**src/rtl/verificador_clusters.sv**
```systemverilog
// Walks the head entry's cluster bitmap lowest index first, issues one lookup per set bit,
// and ends each entry with a single-cycle zero or suspeito pulse.
module verificador_clusters #(
  parameter int NUM_CLUSTERS    = 8,
  parameter int TAM_ENDERECO    = 64,
  parameter int TAM_HASH_DOIS   = 8,
  parameter int LIMIAR_SUSPEITA = 3,
  parameter int LIMITE_ESPERA   = 16
) (
  input  logic                            clk,
  input  logic                            reset,
  input  logic                            saida_valida,
  input  logic [NUM_CLUSTERS-1:0]         bitmap_atual,
  input  logic [TAM_ENDERECO-1:0]         endereco_atual,
  input  logic [TAM_HASH_DOIS-1:0]        hash_atual,
  output logic [NUM_CLUSTERS-1:0]         bitmap_atualizado,
  output logic                            zero,
  output logic                            suspeito,
  output logic                            req_valido,
  input  logic                            req_pronto,
  output logic [$clog2(NUM_CLUSTERS)-1:0] req_cluster,
  output logic [TAM_ENDERECO-1:0]         req_endereco,
  output logic [TAM_HASH_DOIS-1:0]        req_hash,
  input  logic                            resp_valida,
  input  logic                            resp_acerto,
  output logic [15:0]                     total_suspeitos
);

  localparam int CW = $clog2(NUM_CLUSTERS);
  localparam int HW = $clog2(NUM_CLUSTERS + 1);
  localparam int TW = $clog2(LIMITE_ESPERA + 1);
  localparam logic [HW-1:0] LIMIAR    = HW'(LIMIAR_SUSPEITA);
  localparam logic [TW-1:0] TIMER_MAX = TW'(LIMITE_ESPERA - 1);

  typedef enum logic [2:0] {
    OCIOSO, SELECIONA, REQUISITA, AGUARDA_RESP, DESCARTA
  } estado_t;

  estado_t                  state_reg, state_next;
  logic                     motivo_reg, motivo_next;   // 1 = suspeito, 0 = zero
  logic [HW-1:0]            hits_reg, hits_next;
  logic [TW-1:0]            timer_reg, timer_next;
  logic [CW-1:0]            cluster_reg, cluster_next;
  logic [TAM_ENDERECO-1:0]  endereco_reg, endereco_next;
  logic [TAM_HASH_DOIS-1:0] hash_reg, hash_next;
  logic                     zero_reg, suspeito_reg;
  logic [15:0]              total_reg;

  logic [CW-1:0]           menor_idx;
  logic [NUM_CLUSTERS-1:0] mascara;
  logic [NUM_CLUSTERS-1:0] limpo;
  logic [HW-1:0]           hits_inc;
  logic                    conclusao;

  // Priority encoder: scanning downward leaves the lowest set index.
  always_comb begin
    menor_idx = '0;
    for (int i = NUM_CLUSTERS - 1; i >= 0; i--) begin
      if (bitmap_atual[i]) menor_idx = CW'(i);
    end
  end

  assign conclusao = (state_reg == AGUARDA_RESP) && (resp_valida || (timer_reg == TIMER_MAX));
  assign mascara   = {{(NUM_CLUSTERS-1){1'b0}}, 1'b1} << cluster_reg;
  assign limpo     = bitmap_atual & ~mascara;
  assign hits_inc  = hits_reg + {{(HW-1){1'b0}}, resp_valida & resp_acerto};

  assign bitmap_atualizado = conclusao ? limpo : bitmap_atual;

  always_comb begin
    state_next    = state_reg;
    motivo_next   = motivo_reg;
    hits_next     = hits_reg;
    timer_next    = timer_reg;
    cluster_next  = cluster_reg;
    endereco_next = endereco_reg;
    hash_next     = hash_reg;
    case (state_reg)
      OCIOSO: begin
        hits_next = '0;
        if (saida_valida) state_next = SELECIONA;
      end
      SELECIONA: begin
        if (!saida_valida) begin
          state_next = OCIOSO;
        end else if (bitmap_atual == '0) begin
          motivo_next = 1'b0;
          state_next  = DESCARTA;
        end else begin
          cluster_next  = menor_idx;
          endereco_next = endereco_atual;
          hash_next     = hash_atual;
          state_next    = REQUISITA;
        end
      end
      REQUISITA: begin
        if (req_pronto) begin
          timer_next = '0;
          state_next = AGUARDA_RESP;
        end
      end
      AGUARDA_RESP: begin
        timer_next = timer_reg + 1'b1;
        if (conclusao) begin
          hits_next = hits_inc;
          // A head that vanished mid-entry is abandoned silently once its lookup ends.
          if (!saida_valida) begin
            state_next = OCIOSO;
          end else if (hits_inc >= LIMIAR) begin
            motivo_next = 1'b1;
            state_next  = DESCARTA;
          end else if (limpo == '0) begin
            motivo_next = 1'b0;
            state_next  = DESCARTA;
          end else begin
            state_next = SELECIONA;
          end
        end
      end
      DESCARTA: state_next = OCIOSO;
      default:  state_next = OCIOSO;
    endcase
  end

  always_ff @(posedge clk or posedge reset) begin
    if (reset) begin
      state_reg    <= OCIOSO;
      motivo_reg   <= 1'b0;
      hits_reg     <= '0;
      timer_reg    <= '0;
      cluster_reg  <= '0;
      endereco_reg <= '0;
      hash_reg     <= '0;
      zero_reg     <= 1'b0;
      suspeito_reg <= 1'b0;
      total_reg    <= '0;
    end else begin
      state_reg    <= state_next;
      motivo_reg   <= motivo_next;
      hits_reg     <= hits_next;
      timer_reg    <= timer_next;
      cluster_reg  <= cluster_next;
      endereco_reg <= endereco_next;
      hash_reg     <= hash_next;
      zero_reg     <= (state_next == DESCARTA) && !motivo_next;
      suspeito_reg <= (state_next == DESCARTA) && motivo_next;
      if (suspeito_reg && (total_reg != 16'hFFFF)) total_reg <= total_reg + 16'd1;
    end
  end

  assign zero            = zero_reg;
  assign suspeito        = suspeito_reg;
  assign req_valido      = (state_reg == REQUISITA);
  assign req_cluster     = cluster_reg;
  assign req_endereco    = endereco_reg;
  assign req_hash        = hash_reg;
  assign total_suspeitos = total_reg;

endmodule

```
**config.mk**
```make
export PLATFORM = sky130hd
export DESIGN_NAME = verificador_clusters
export DESIGN_NICKNAME = d
export VERILOG_FILES = /design/src/rtl/verificador_clusters.sv
export SDC_FILE = /design/constraint.sdc
export NUM_CORES = 1
export LEC_CHECK = 0
export CAP_MARGIN = 0
export CORE_MARGIN = 2
export CORE_UTILIZATION = 31
export CTS_CLUSTER_SIZE = 16
export DETAILED_ROUTE_END_ITERATION = 8
export SYNTH_ARGS = -nofsm -noshare
export SYNTH_HDL_FRONTEND = slang
export SYNTH_SLANG_ARGS = --single-unit
```
**constraint.sdc**
```tcl
create_clock -name clk -period 9.95 [get_ports clk]
set_input_delay 1.99 -clock clk [delete_from_list [all_inputs] [get_ports clk]]
set_output_delay 1.99 -clock clk [all_outputs]
set_load 0.01 [all_outputs]
```
==> results of run 1 <==
==> path summary, 6_finish.rpt <==
path	end	cells past startpoint	startpoint
min in group asynchronous	total_suspeitos[0]$_DFFE_PP0P_	2	reset
max	bitmap_atualizado[0]	5	resp_valida
min	req_hash[4]$_DFFE_PP0P_	2	req_hash[4]$_DFFE_PP0P_
max in group asynchronous	req_endereco[6]$_DFFE_PP0P_	3	reset
max reg2reg	req_endereco[51]$_DFFE_PP0P_	5	state_reg[0]$_DFF_PP0_
min reg2reg	req_hash[4]$_DFFE_PP0P_	2	req_hash[4]$_DFFE_PP0P_
==> power groups by stage <==
stage	sequential (mW)	clock [mW]	combinational [mW]
global route	0.714	0.386	0.773
finish	0.691	0.356	0.701
global placement	0.689	0	0.700
CTS	0.692	0.373	0.712
floorplan	0.735	0	0.281
detailed placement	0.697	0	0.710
==> routing by layer <==
metal / GRT usage, % / vias to the layer above
met2: 25.36 / 155
met3: 6.200 / 13
met5: 0 / -
li1: - / 2013
met4: 4.072 / 0
met1: 20.20 / 1942
==> worst register-to-register path: stages (launching register included) <==
cell,delay (ns)
sky130_fd_sc_hd__dfrtp_1,0.61
sky130_fd_sc_hd__nand2b_1,0.18
sky130_fd_sc_hd__nor2_1,0.27
sky130_fd_sc_hd__and2_4,0.69
sky130_fd_sc_hd__nand2_1,0.19
sky130_fd_sc_hd__nand2_1,0.09
==> Yosys cell counts (4+ instances only) <==
cell | instances | share of area (%)
sky130_fd_sc_hd__clkbuf_1 | 4 | 0.32
sky130_fd_sc_hd__buf_6 | 8 | 1.9
sky130_fd_sc_hd__buf_2 | 4 | 0.43
sky130_fd_sc_hd__and3_1 | 6 | 0.81
sky130_fd_sc_hd__nand3_1 | 5 | 0.54
sky130_fd_sc_hd__nor3_1 | 4 | 0.43
sky130_fd_sc_hd__o21ai_0 | 8 | 0.86
sky130_fd_sc_hd__ha_1 | 5 | 1.3
sky130_fd_sc_hd__dfrtp_1 | 105 | 57
sky130_fd_sc_hd__nor2_1 | 12 | 0.97
sky130_fd_sc_hd__nand4_1 | 9 | 1.2
sky130_fd_sc_hd__nor4_1 | 4 | 0.54
sky130_fd_sc_hd__xnor2_1 | 10 | 1.9
sky130_fd_sc_hd__nand2_1 | 234 | 19
sky130_fd_sc_hd__o31a_1 | 6 | 1.1
sky130_fd_sc_hd__buf_4 | 4 | 0.65
sky130_fd_sc_hd__inv_1 | 14 | 1.1
sky130_fd_sc_hd__a31oi_1 | 8 | 1.1
sky130_fd_sc_hd__xor2_1 | 5 | 0.94
sky130_fd_sc_hd__a21oi_1 | 14 | 1.5
==> logic make-up (layout without fill, tap and decap cells) <==
| logic type | count (synthesis) | in the layout | share of synthesized area (%) |
|---|---|---|---|
| AOI/OAI and AO/OA | 52 | 52 | 7.419 |
| xor gates and xnor gates | 15 | 15 | 2.832 |
| adders and majority gates | 5 | 5 | 1.349 |
| buffers and inverters | 34 | 218 | 4.478 |
| DFF | 105 | 105 | 56.65 |
| muxes | 4 | 4 | 0.8902 |
| and+or+nand+nor | 292 | 292 | 26.38 |
==> cell type report <==
cell class	instances	area, um2
inverter	14	55.05
tap	184	230.2
multi-input combinational	368	1803
fill	1367	7690
clock inverter	4	53.80
sequential	105	2628
clock buffer	11	242.7
timing repair buffer	189	1887
==> parameters.txt, run 1 <==
Parameter                              Value

Outcome
  Run status ... finished clean

Drt
  Detailed Route Iter0 Violations ... 214
  Highest metal layer with signal wires ... met4
  Number of remaining DRC errors ... 0
  Number of vias per cell after detailed routing ... 4.712
  Routed WL ... 12.46 mm
  Per-cell routed wire length ... 14.24 um
  Routed metal-1 wirelength ... 5.471 mm
  Routed met2 length ... 5.784 mm
  First-pass DRT Iterations ... 4
  Wire length on met3 ... 982 um
  Remaining antenna violation count ... 0
  DR vias ... 4123

Cells and area
  Finished Cell Area ... 0.006899 mm2
  Core occupancy in the finished layout ... 47.29%
  Number of flip-flops under the largest register name ... 64
  Most common cell after layout, fill and taps aside ... sky130_fd_sc_hd__nand2_1
  Count of inserted antenna diode cells ... 0
  Share of final-layout standard cells stronger than drive strength 1 ... 3.184%
  Final Non-Filler Cells ... 875
  Total Nets Final ... 778
  Area added between synthesis and finish ... 48.75%
  Most frequent cells in the layout ... sky130_fd_sc_hd__nand2_1 (234), sky130_fd_sc_hd__clkdlybuf4s50_1 (187), sky130_fd_sc_hd__dfrtp_1 (105), sky130_fd_sc_hd__a21oi_1 (14), sky130_fd_sc_hd__inv_1 (13)

Clock tree
  Setup repair bufs after CTS ... 0
  CTS Root Cell ... sky130_fd_sc_hd__clkbuf_16
  Reg clk slew, reported paths ... 0.06 ns
  CTS tree ... done
  Buffer levels on the longest clock path ... 2
  Number of buffers created by CTS ... 9
  Resized Gates After CTS ... 0
  Hold buffers post-CTS ... 0
  Clock latency reported for the late side of the worst-skew pair ... 0.34 ns
  Number of levels the H-tree was split into ... 3
  Sink Count ... 105

Global routing
  GRT overflow ... 0
  Number of global-route vias before repair ... 4128
  Initial antenna violation count ... 0
  Global-route wire length before repair ... 20.66 mm
  Largest net degree at the start of global routing ... 78
  Total routing resource utilization after global routing ... 15.84%

Critical path
  Buffers & Inverters on Critical Path ... 2
  Delay-heaviest family, CP ... buffers and inverters
  Arrival time of the worst setup path ... 3.75 ns
  Max stage delay cell, worst path ... sky130_fd_sc_hd__clkdlybuf4s50_1
  Category of the most critical setup path ... in2out
  Critical Path Source Type ... input pin
  Worst R2R Setup Slack ... 7.85 ns
  Most common cell type on the critical path ... sky130_fd_sc_hd__clkdlybuf4s50_1
  Worst-path maximum fanout ... 4
  List of cells traversed by the critical path ... clkdlybuf4s50_1 -> nor2_1 -> nor3_1 -> a31oi_1 -> clkdlybuf4s50_1
  Required time at the endpoint of the critical path ... 7.96 ns
  Largest stage delay, worst path ... 0.50 ns
  CP Capture Type ... primary output

Power
  Part of the total power dissipated in the clock network ... 20.4%
  Net Sw Power ... 0.5987 mW
  Internal power consumption ... 1.149 mW
  Static Leakage ... 3.247 nW
  Worst vdd rail ir drop ... 138.3 uV
  Total power density per cell area ... 253.4 mW/mm2
  Final total power ... 1.748 mW
  Sequential cell fraction of total power ... 39.5%
  Relative contribution of combinational cells to total power ... 40.1%
  Net switching share of the total power ... 34.25%

Placement
  Worst setup slack after placement ... 4.216 ns
  Hpwl dp ... 8.796 mm
  Port Buffer Count ... 187
  Cell count after placement ... 860
  Cell area after placement ... 0.006603 mm2
  Placer's final routability congestion estimate ... 0.8442

Synthesis
  Synthesized Nets ... 598
  Post-synthesis instance total ... 507
  Yosys warning total ... 0
  Seq cells post-synth ... 105
  Async set-or-reset flop fraction in the synthesized netlist ... 100.0%
  Number of enable flip-flop cells after synthesis ... 0
  Average cell area after synthesis ... 9.148 um2
  Netlist Area Pre-Place ... 0.004638 mm2
  Top_reg_cell synth ... sky130_fd_sc_hd__dfrtp_1
  Portion of the post-synthesis area used by sequential elements ... 56.65%
  Number of different library cells in the post-synthesis netlist ... 47

Timing
  Clock period minus final worst setup slack ... 5.743 ns
  Final count of negative-setup-slack endpoints ... 0
  Worst setup skew after layout ... 0.006689 ns
  Worst Slack Setup Final ... 4.207 ns
  Number of hold violations in the final report ... 0
  Final Max Tran Viols ... 0
  Post-Route Setup TNS ... 0 ns
  Final hold slack ... 0.4744 ns
  Share of the cycle needed by the critical path after routing ... 57.72%
  RSZ-0062 raised after global routing ... false
  Top achievable clock speed ... 174.1 MHz
  Slew of the pin with the lowest slew margin ... 0.8167 ns
  Worst slew margin relative to its limit ... 45.55%

Die
  Width of the die ... 126.3 um
  Row count ... 44
  Die area ... 0.01596 mm2
  Vertical extent of the die ... 126.3 um
  Placeable core region ... 0.01459 mm2
  Top Ports ... 188
  Effective utilization at floorplan ... 31.79%

Run
  Number of violations of the max-capacitance limit ... 0

Min path
  Class of the worst hold path ... reg2reg
No activity file was read; power rests on OpenSTA's default activity.
==> run 2: changes to the inputs <==
- clock period: 9.95 -> 4.8 ns (I/O delays scaled with it)
==> parameters.txt, run 2 (synthesized netlist as in run 1, its figures left out) <==
Parameter                              Value

Outcome
  Run status ... finished clean

Cells and area
  Total Nets Final ... 779
  Most frequent cells in the layout ... sky130_fd_sc_hd__nand2_1 (234), sky130_fd_sc_hd__clkdlybuf4s50_1 (187), sky130_fd_sc_hd__dfrtp_1 (105), sky130_fd_sc_hd__a21oi_1 (14), sky130_fd_sc_hd__inv_1 (13)
  Count of inserted antenna diode cells ... 0
  Area added between synthesis and finish ... 49.82%
  Share of final-layout standard cells stronger than drive strength 1 ... 3.608%
  Most common cell after layout, fill and taps aside ... sky130_fd_sc_hd__nand2_1
  Core occupancy in the finished layout ... 47.63%
  Number of flip-flops under the largest register name ... 64

Timing
  Share of the cycle needed by the critical path after routing ... 77.11%
  Worst slew margin relative to its limit ... 31.87%
  Final hold slack ... 0.4738 ns
  RSZ-0062 raised after global routing ... false
  Final Max Tran Viols ... 0
  Top achievable clock speed ... 270.2 MHz
  Final count of negative-setup-slack endpoints ... 0
  Slew of the pin with the lowest slew margin ... 1.022 ns
  Number of hold violations in the final report ... 0
  Post-Route Setup TNS ... 0 ns
  Worst setup skew after layout ... 0.008173 ns
  Clock period minus final worst setup slack ... 3.701 ns

Global routing
  GRT overflow ... 0
  Largest net degree at the start of global routing ... 84
  Total routing resource utilization after global routing ... 15.66%
  Global-route wire length before repair ... 20.42 mm
  Number of global-route vias before repair ... 4140
  Initial antenna violation count ... 0

Drt
  DR vias ... 4159
  Per-cell routed wire length ... 14.11 um
  Number of vias per cell after detailed routing ... 4.742
  Number of remaining DRC errors ... 0
  Routed WL ... 12.38 mm
  First-pass DRT Iterations ... 4
  Remaining antenna violation count ... 0
  Detailed Route Iter0 Violations ... 194

Power
  Total power density per cell area ... 531.1 mW/mm2
  Static Leakage ... 3.284 nW
  Worst vdd rail ir drop ... 228.8 uV

Critical path
  Required time at the endpoint of the critical path ... 3.84 ns
  Path depth of the worst reg2reg path ... 5
  CP Capture Type ... primary output
  List of cells traversed by the critical path ... clkdlybuf4s50_1 -> nor2_1 -> nor3_1 -> a21oi_1 -> clkdlybuf4s50_1
  Worst R2R Setup Slack ... 2.66 ns
  Critical Path Source Type ... input pin
  Critical R2R Capture ... req_endereco[51]$_DFFE_PP0P_
  Worst-path maximum fanout ... 4
  Worst r2r src ... state_reg[0]$_DFF_PP0_
  Buffers & Inverters on Critical Path ... 2
  Largest stage delay, worst path ... 0.52 ns
  Delay-heaviest family, CP ... buffers and inverters
  Most common cell type on the critical path ... sky130_fd_sc_hd__clkdlybuf4s50_1
  Max stage delay cell, worst path ... sky130_fd_sc_hd__nor3_1
  Arrival time of the worst setup path ... 2.74 ns
  Category of the most critical setup path ... in2out

Clock tree
  Sink Count ... 105
  Hold buffers post-CTS ... 0
  Reg clk slew, reported paths ... 0.07 ns
  Resized Gates After CTS ... 0
  Buffer levels on the longest clock path ... 2
  Number of buffers created by CTS ... 9
  CTS Root Cell ... sky130_fd_sc_hd__clkbuf_16
  CTS tree ... done
  Clock latency reported for the late side of the worst-skew pair ... 0.34 ns
  Setup repair bufs after CTS ... 0
  Number of levels the H-tree was split into ... 3

Die
  Row count ... 44
  Width of the die ... 126.3 um
  Vertical extent of the die ... 126.3 um
  Placeable core region ... 0.01459 mm2
  Die area ... 0.01596 mm2
  Top Ports ... 188
  Effective utilization at floorplan ... 31.79%

Min path
  Worst min-delay path endpoint ... req_endereco[59]$_DFFE_PP0P_
  Hold Path Cell Cnt ... 2
  Worst hold start ... req_endereco[59]$_DFFE_PP0P_
  Class of the worst hold path ... reg2reg

Run
  Number of violations of the max-capacitance limit ... 0

Placement
  Hpwl dp ... 8.842 mm
  Port Buffer Count ... 187
  Placer's final routability congestion estimate ... 0.8058
run 2: power by group:
part	total, mW	switching [mW]	internal, mW	leakage [nW]
registers	1.43	0.223	1.20	1.35
clock network	0.799	0.326	0.473	0.163
logic	1.47	0.697	0.769	1.77
run 2: worst reg2reg max path: stages (launching register included):
cell and delay, ns:
sky130_fd_sc_hd__dfrtp_1 0.64, sky130_fd_sc_hd__nand2b_1 0.19, sky130_fd_sc_hd__nor2_1 0.28, sky130_fd_sc_hd__and2_4 0.68
sky130_fd_sc_hd__nand2_1 0.19, sky130_fd_sc_hd__nand2_1 0.08
run 2: layout make-up:
cell class                 count  area [um2]
clock buffer                  10       239.0
multi-input combinational    368        1803
clock inverter                 6       87.58
fill                        1366        7640
inverter                      14       55.05
sequential                   105        2628
tap                          184       230.2
timing repair buffer         190        1907
run 2: through the flow:
| stage | power (mW) | cell area [um2] | instances | setup WS (ns) |
|---|---|---|---|---|
| 6_report | 3.691 | 6949 | 877 | 1.099 |
| 5_1_grt | 3.950 | 6949 | 877 | 0.9070 |
| 4_1_cts | 3.746 | 6949 | 877 | 1.109 |
| 3_5_place_dp | 2.923 | 6623 | 861 | 1.126 |
| 3_3_place_gp | 2.888 | 6623 | 861 | 1.130 |
| 2_1_floorplan | 2.106 | 4638 | 507 | 1.079 |
run 2: how the worst max path moves through the flow:
stage	start	end	slack (ns)	cells after the start
floorplan	reset	hits_reg[0]$_DFFE_PP0P_	1.08	1
global placement	resp_valida	bitmap_atualizado[6]	1.13	5
detailed placement	resp_valida	bitmap_atualizado[4]	1.13	5
CTS	resp_valida	bitmap_atualizado[4]	1.11	5
global route	state_reg[1]$_DFF_PP0_	bitmap_atualizado[0]	0.91	6
finish	resp_valida	bitmap_atualizado[2]	1.10	5
run 2: layer usage:
layer / wire, um / vias to the layer above / track usage (%)
met5: 0 / - / 0
met4: 331 / 0 / 7.175
met3: 927 / 22 / 4.555
met2: 5646 / 153 / 24.07
met1: 5473 / 1957 / 20.53
li1: - / 2027 / -
==> run 3: changes to the inputs <==
- clock period: 4.8 -> 3.5 ns (I/O delays scaled with it)
==> parameters.txt, run 3 (synthesized netlist as in run 1, its figures left out) <==
Parameter                              Value

Outcome
  Run status ... finished clean

Timing
  RSZ-0062 raised after global routing ... false
  Share of the cycle needed by the critical path after routing ... 93.76%
  Clock period minus final worst setup slack ... 3.282 ns
  Worst Slack Setup Final ... 0.2185 ns
  Number of hold violations in the final report ... 0
  Slew of the pin with the lowest slew margin ... 0.7912 ns
  Post-Route Setup TNS ... 0 ns
  Top achievable clock speed ... 304.7 MHz
  Final count of negative-setup-slack endpoints ... 0
  Final Max Tran Viols ... 0
  Worst slew margin relative to its limit ... 47.25%
  Worst setup skew after layout ... 0.007039 ns

Global routing
  Initial antenna violation count ... 0
  Total routing resource utilization after global routing ... 15.54%
  Met2 usage in global routing ... 23.50%
  Global-route wire length before repair ... 20.10 mm
  Met1 Usage GRT ... 20.98%
  Largest net degree at the start of global routing ... 106
  GR Util met3 ... 4.935%
  GRT overflow ... 0
  Number of global-route vias before repair ... 3960
  Most Used Layer, Global Route ... met2

Drt
  Per-cell routed wire length ... 14.03 um
  First-pass DRT Iterations ... 4
  Number of vias per cell after detailed routing ... 4.690
  Routed WL ... 12.30 mm
  DR vias ... 4113
  Remaining antenna violation count ... 0
  Detailed Route Iter0 Violations ... 196
  Number of remaining DRC errors ... 0

Clock tree
  Sink Count ... 105
  Setup repair bufs after CTS ... 0
  Clock latency reported for the late side of the worst-skew pair ... 0.34 ns
  CTS Root Cell ... sky130_fd_sc_hd__clkbuf_16
  Hold buffers post-CTS ... 0
  Reg clk slew, reported paths ... 0.07 ns
  Number of levels the H-tree was split into ... 3
  CTS tree ... done
  Buffer levels on the longest clock path ... 2
  Resized Gates After CTS ... 0
  Number of buffers created by CTS ... 9

Cells and area
  Reg area ... 0.002628 mm2
  Area used by multi-input combinational logic ... 0.001803 mm2
  Most frequent cells in the layout ... sky130_fd_sc_hd__nand2_1 (234), sky130_fd_sc_hd__clkdlybuf4s50_1 (187), sky130_fd_sc_hd__dfrtp_1 (105), sky130_fd_sc_hd__a21oi_1 (14), sky130_fd_sc_hd__inv_1 (13)
  Area added between synthesis and finish ... 51.09%
  Count of inserted antenna diode cells ... 0
  Core occupancy in the finished layout ... 48.04%
  Number of flip-flops under the largest register name ... 64
  Filler Cell Count ... 1340
  Most common cell after layout, fill and taps aside ... sky130_fd_sc_hd__nand2_1
  Share of final-layout standard cells stronger than drive strength 1 ... 3.608%
  Total Nets Final ... 780

Placement
  Placer's final routability congestion estimate ... 0.8017
  Hpwl dp ... 8.633 mm
  Worst setup slack after placement ... 0.3672 ns
  Port Buffer Count ... 187

Power
  Total power density per cell area ... 740.9 mW/mm2
  Static Leakage ... 3.307 nW
  Worst vdd rail ir drop ... 359.8 uV

Critical path
  Required time at the endpoint of the critical path ... 2.80 ns
  Most common cell type on the critical path ... sky130_fd_sc_hd__ha_1
  Critical Path Source Type ... register
  Arrival time of the worst setup path ... 2.58 ns
  Largest stage delay, worst path ... 0.53 ns
  CP Capture Type ... primary output
  Category of the most critical setup path ... reg2out
  Max stage delay cell, worst path ... sky130_fd_sc_hd__clkdlybuf4s50_1
  List of cells traversed by the critical path ... ha_1 -> and3_1 -> ha_1 -> or2_2 -> nand4_1 -> o31a_1 -> clkdlybuf4s50_1
  Worst-path maximum fanout ... 4

Die
  Die area ... 0.01596 mm2
  Vertical extent of the die ... 126.3 um
  Top Ports ... 188
  Row count ... 44
  Effective utilization at floorplan ... 31.79%
  Placeable core region ... 0.01459 mm2
  Width of the die ... 126.3 um

Run
  Number of violations of the max-capacitance limit ... 0

Min path
  Class of the worst hold path ... reg2reg
-- run 3: changes by cell type in the layout (fill, tap and decap cells not counted) --
cell and change:
sky130_fd_sc_hd__inv_6 -2, sky130_fd_sc_hd__clkinv_2 -2, sky130_fd_sc_hd__bufinv_16 +2, sky130_fd_sc_hd__buf_12 +1, sky130_fd_sc_hd__inv_8 +1, sky130_fd_sc_hd__clkinv_4 +1, sky130_fd_sc_hd__clkbuf_8 -1
-- run 3: critical path: cells and delay by family (launching register included) --
kind	cells	cell delay (ns)
AO/OA/AOI/OAI	1	0.15
buffers and inverters	1	0.53
adder cells (fa/ha/maj)	2	0.43
AND/OR/NAND/NOR	3	0.72
flip-flops	1	0.41
-- run 3: area by class of cell --
type | instances | share of cell area (%)
repair buffers | 191 | 27.50
well taps | 184 | 3.285
flip-flops and latches | 105 | 37.49
clock buffers | 9 | 3.214
inverters | 14 | 0.7856
clock inverters | 6 | 2.000
multi-input cells | 368 | 25.73
-- run 3: final timing paths --
check,slack [ns],startpoint,depth (start not counted),to
worst max-delay path,0.22,timer_reg[0]$_DFFE_PP0P_,7,bitmap_atualizado[3]
worst min-delay path,0.47,req_hash[4]$_DFFE_PP0P_,2,req_hash[4]$_DFFE_PP0P_
worst max register to register,1.34,state_reg[0]$_DFF_PP0_,5,req_endereco[1]$_DFFE_PP0P_
worst min register to register,0.47,req_hash[4]$_DFFE_PP0P_,2,req_hash[4]$_DFFE_PP0P_
max in group asynchronous,2.20,reset,3,req_endereco[29]$_DFFE_PP0P_
min in group asynchronous,0.82,reset,3,total_suspeitos[2]$_DFFE_PP0P_
-- run 3: routing by layer --
layer	share of wire (%)	vias up
met5	0	-
met4	2.3	0
met3	8.4	20
met2	44	164
met1	45	1914
li1	-	2015
-- run 3: per-stage QoR --
stage	hold WS [ns]	instances	instance area (um2)	total power [mW]
6_report	0.4714	877	7008	5.192
2_1_floorplan	0.4498	507	4638	2.888
4_1_cts	0.4783	877	7008	5.275
5_1_grt	0.4948	877	7008	5.545
3_5_place_dp	0.4613	862	6643	4.021
3_3_place_gp	0.4570	862	6643	3.973
-- run 3: where the power goes --
part           switching [mW]  internal (mW)  total, mW  leakage, nW
sequential              0.307           1.65       1.96         1.35
combinational           0.944           1.07       2.01         1.78
clock                   0.451          0.774       1.23        0.178
total                    1.70           3.49       5.19         3.31
==> variant 1 (settings of run 2) <==
`hash_reg` no longer has a reset.
--- a/src/rtl/verificador_clusters.sv
+++ b/src/rtl/verificador_clusters.sv
@@ -132,3 +132,2 @@
       endereco_reg <= '0;
-      hash_reg     <= '0;
       zero_reg     <= 1'b0;
@@ -143,3 +142,2 @@
       endereco_reg <= endereco_next;
-      hash_reg     <= hash_next;
       zero_reg     <= (state_next == DESCARTA) && !motivo_next;
@@ -148,2 +146,6 @@
     end
+  end
+
+  always_ff @(posedge clk) begin
+    hash_reg <= hash_next;
   end
Function: differs if reset is asserted again (counterexample within 4 cycles, from zero or initial values and one cycle with reset high); with reset held inactive, the same outputs for 4 cycles.
==> variant 1 against run 2 <==
Synthesized area fell by 1.6%. Routed wire length up 0.48%. Sequential cell count unchanged. Power fell by 2.4%. Worst setup slack got worse by 0.028 ns. Design area fell by 0.61%. Die area down 1.6%. Clock power increased by 4.1%.
==> variant 1: results <==
[run_status]
status = completed

[detailed_routing]
drt-initial-drc-count = 229
dr_total_vias = 4056
detail_route.wl_per_cell_um = 14.48

[power_and_ir_drop]
peakVddDrop_v = 0.0001848

[logic_synthesis]
synthTopCellsByCount = nand2_1 (211), dfrtp_1 (97), inv_1 (15), a21oi_1 (13), nor2_1 (12)
synth_cell_types = 47
synth-edff-count = 8
synth_mux_area_share_pct = 0.9051
synth_area_leaders = dfrtp_1 (53%), nand2_1 (17%), edfxtp_1 (5.3%)
synthArstFlopShare_pct = 92.38
synth_xor_area_share_pct = 2.880
syn_nets = 578
synthAdderAreaFrac_pct = 1.371
synth_compound_area_share_pct = 6.884
synthesis.area_per_instance_um2 = 9.367

[cells_and_area]
nFillCells = 1369
largest_reg_flops = 64
fin_nets = 761
drive_above_1_share_pct = 3.556

[global_route]
grt_pass1_wl_um = 20110
grt_pass1_vias = 3975
grt.total_usage_pct = 15.90
grt_max_degree = 75

[sta]
skew_ns = 0.009688
worst_pin_slew_ns = 0.9416

[place]
place_congestion = 0.8110
hpwl_um = 8931
dpl_worst_slack_ns = 1.093

[critical_path]
cp.arrival_ns = 2.77
cp_slowest_cell = nor3_1
==> variant 1: cell types whose count changed after synthesis, moves of 2 or more <==
cell	delta
clkbuf_1	+2
and4_1	-2
dfrtp_1	-8
edfxtp_1	+8
buf_4	-2
nand3_1	+4
xnor2_1	-3
buf_6	-2
nor3_1	+4
xor2_1	+3
nand2_1	-23
==> variant 1: cell type report <==
| class | instances | share of cell area [%] |
|---|---|---|
| inverter | 16 | 0.9058 |
| multi-input combinational | 347 | 24.67 |
| timing repair buffer | 191 | 27.54 |
| sequential | 105 | 38.62 |
| clock inverter | 5 | 1.250 |
| tap | 184 | 3.333 |
| clock buffer | 11 | 3.678 |
==> variant 1: final timing paths <==
path                                        from                   end  slack, ns  cells past startpoint
worst max-delay path                 resp_valida  bitmap_atualizado[2]       1.07                      5
worst min-delay path            req_endereco[47]      req_endereco[47]       0.47                      2
worst max register to register      state_reg[0]           req_hash[6]       2.42                      5
worst min register to register  req_endereco[47]      req_endereco[47]       0.47                      2
max in group asynchronous                  reset      req_endereco[40]       2.76                      3
min in group asynchronous                  reset    total_suspeitos[0]       1.18                      2
==> variant 1: cell families after synthesis <==
kind of cell / Yosys count
compound gates: 48
xor+xnor: 15
fa+ha+maj: 5
buf+inv: 35
flops: 105
mux: 4
simple gates: 275
==> variant 1: worst reg2reg max path, cell delays in order (launching register included) <==
cell      delay [ns]
dfrtp_1         0.64
nand2b_1        0.19
nor2_1          0.24
nand2_2         0.09
inv_2           0.27
buf_4           0.55
==> variant 1: power breakdown <==
part | total [W] | leakage, nW | internal, W | switching, W
Combinational | 0.00137 | 1.73 | 0.000717 | 0.000648
Clock | 0.000832 | 0.159 | 0.000493 | 0.000339
Sequential | 0.00141 | 1.32 | 0.00119 | 0.000211
==> variant 1: routing by layer <==
layer / share of wire (%) / track usage, % / up-vias
li1: - / - / 1972
met3: 6.8 / 5.135 / 15
met4: 2.1 / 6.013 / 0
met1: 45 / 20.27 / 1936
met2: 46 / 25.32 / 133
met5: 0 / 0 / -
==> variant 1: through the flow <==
stage / std cells / hold WS, ns / area, um2
3_5_place_dp: 843 / 0.4614 / 6566
2_1_floorplan: 487 / 0.4498 / 4562
6_report: 859 / 0.4723 / 6907
4_1_cts: 859 / 0.4789 / 6907
5_1_grt: 859 / 0.4944 / 6907
3_3_place_gp: 843 / 0.4559 / 6566
==> variant 2 (config.mk and constraints of run 2) <==
Without the edit above. The parameter `NUM_CLUSTERS` goes from 8 to 16.
--- a/src/rtl/verificador_clusters.sv
+++ b/src/rtl/verificador_clusters.sv
@@ -3,3 +3,3 @@
 module verificador_clusters #(
-  parameter int NUM_CLUSTERS    = 8,
+  parameter int NUM_CLUSTERS    = 16,
   parameter int TAM_ENDERECO    = 64,
Ports: changed (resized bitmap_atual, bitmap_atualizado and req_cluster); port bits go from 188 to 205. The function was not compared with the original's and may differ.
==> variant 2 against run 2 <==
Power rose by 4.8%. Critical path depth rose by 1. Register-to-register slack got worse by 0.45 ns. Routed wire length rose by 18%. Synthesized area rose by 10%. Worst setup slack got worse by 0.41 ns. Sequential cell count rose by 3. Design area rose by 9.5%. Largest power group unchanged. Clock power fell by 10%.
==> variant 2: results <==
[run_status]
status = completed

[place]
dpl.cell_count = 985
place_congestion = 0.8870
dpl_worst_slack_ns = 0.7420
postPlaceCellArea_um2 = 7326
portBuffers = 204

[logic_synthesis]
synth_mux_area_share_pct = 0.9785
synth_compound_area_share_pct = 9.614
ys_seq_area_share_pct = 52.84
synthAdderAreaFrac_pct = 1.223
synth_area_leaders = dfrtp_1 (53%), nand2_1 (18%), nor2_1 (1.8%)
synth_xor_area_share_pct = 2.397
synthTopCellsByCount = nand2_1 (250), dfrtp_1 (108), nor2_1 (25), o21ai_0 (18)
ys_seq_elements = 108
synth_cell_types = 57

[clock_tree]
clk_path_buf_depth = 2

[detailed_routing]
viasPerCell = 4.709
drt-initial-drc-count = 297
wl_met3_um = 1274
wl_met1_um = 6147

[power_and_ir_drop]
leakage_nw = 3.509
peakVddDrop_v = 0.0003119

[global_route]
grt.total_usage_pct = 17.06
grt_pass1_vias = 4726

[sta]
relSlewSlack_pct = 36.26
skew_ns = 0.01406
fmax_ghz = 0.2429

[cells_and_area]
nFillCells = 1577
multi_input_gates = 438
buf_share_pct = 27.29
drive_above_1_share_pct = 4.459
seq_area_share_pct = 35.51
inv_count = 16
multi_input_area_um2 = 2213
clock_cell_area_share_pct = 3.748

[critical_path]
cp.arrival_ns = 3.16
r2r_slack_ns = 2.21
critPathMaxFanout = 5

[floorplan]
core_area_um2 = 16000
variant 2: final timing paths:
| path | start | end | cells past startpoint |
|---|---|---|---|
| worst min-delay path | req_endereco[50] | req_endereco[50] | 2 |
| worst max register to register | timer_reg[0] | zero | 9 |
| worst max-delay path | resp_valida | bitmap_atualizado[3] | 6 |
| max in group asynchronous | reset | req_endereco[57] | 3 |
| worst min register to register | req_endereco[50] | req_endereco[50] | 2 |
| min in group asynchronous | reset | req_endereco[50] | 2 |
variant 2: power groups by stage:
stage / logic, W / clock network (W) / registers, W
2_1_floorplan: 0.000696 / 0 / 0.00158
3_3_place_gp: 0.00162 / 0 / 0.00153
3_5_place_dp: 0.00164 / 0 / 0.00154
4_1_cts: 0.00165 / 0.000748 / 0.00153
5_1_grt: 0.00179 / 0.000796 / 0.00158
6_report: 0.00162 / 0.000718 / 0.00153
variant 2: metal layers:
layer / vias up / global-route usage, %
li1: 2320 / -
met1: 2194 / 21.49
met2: 179 / 27.06
met3: 21 / 6.437
met4: 0 / 5.675
met5: - / 0
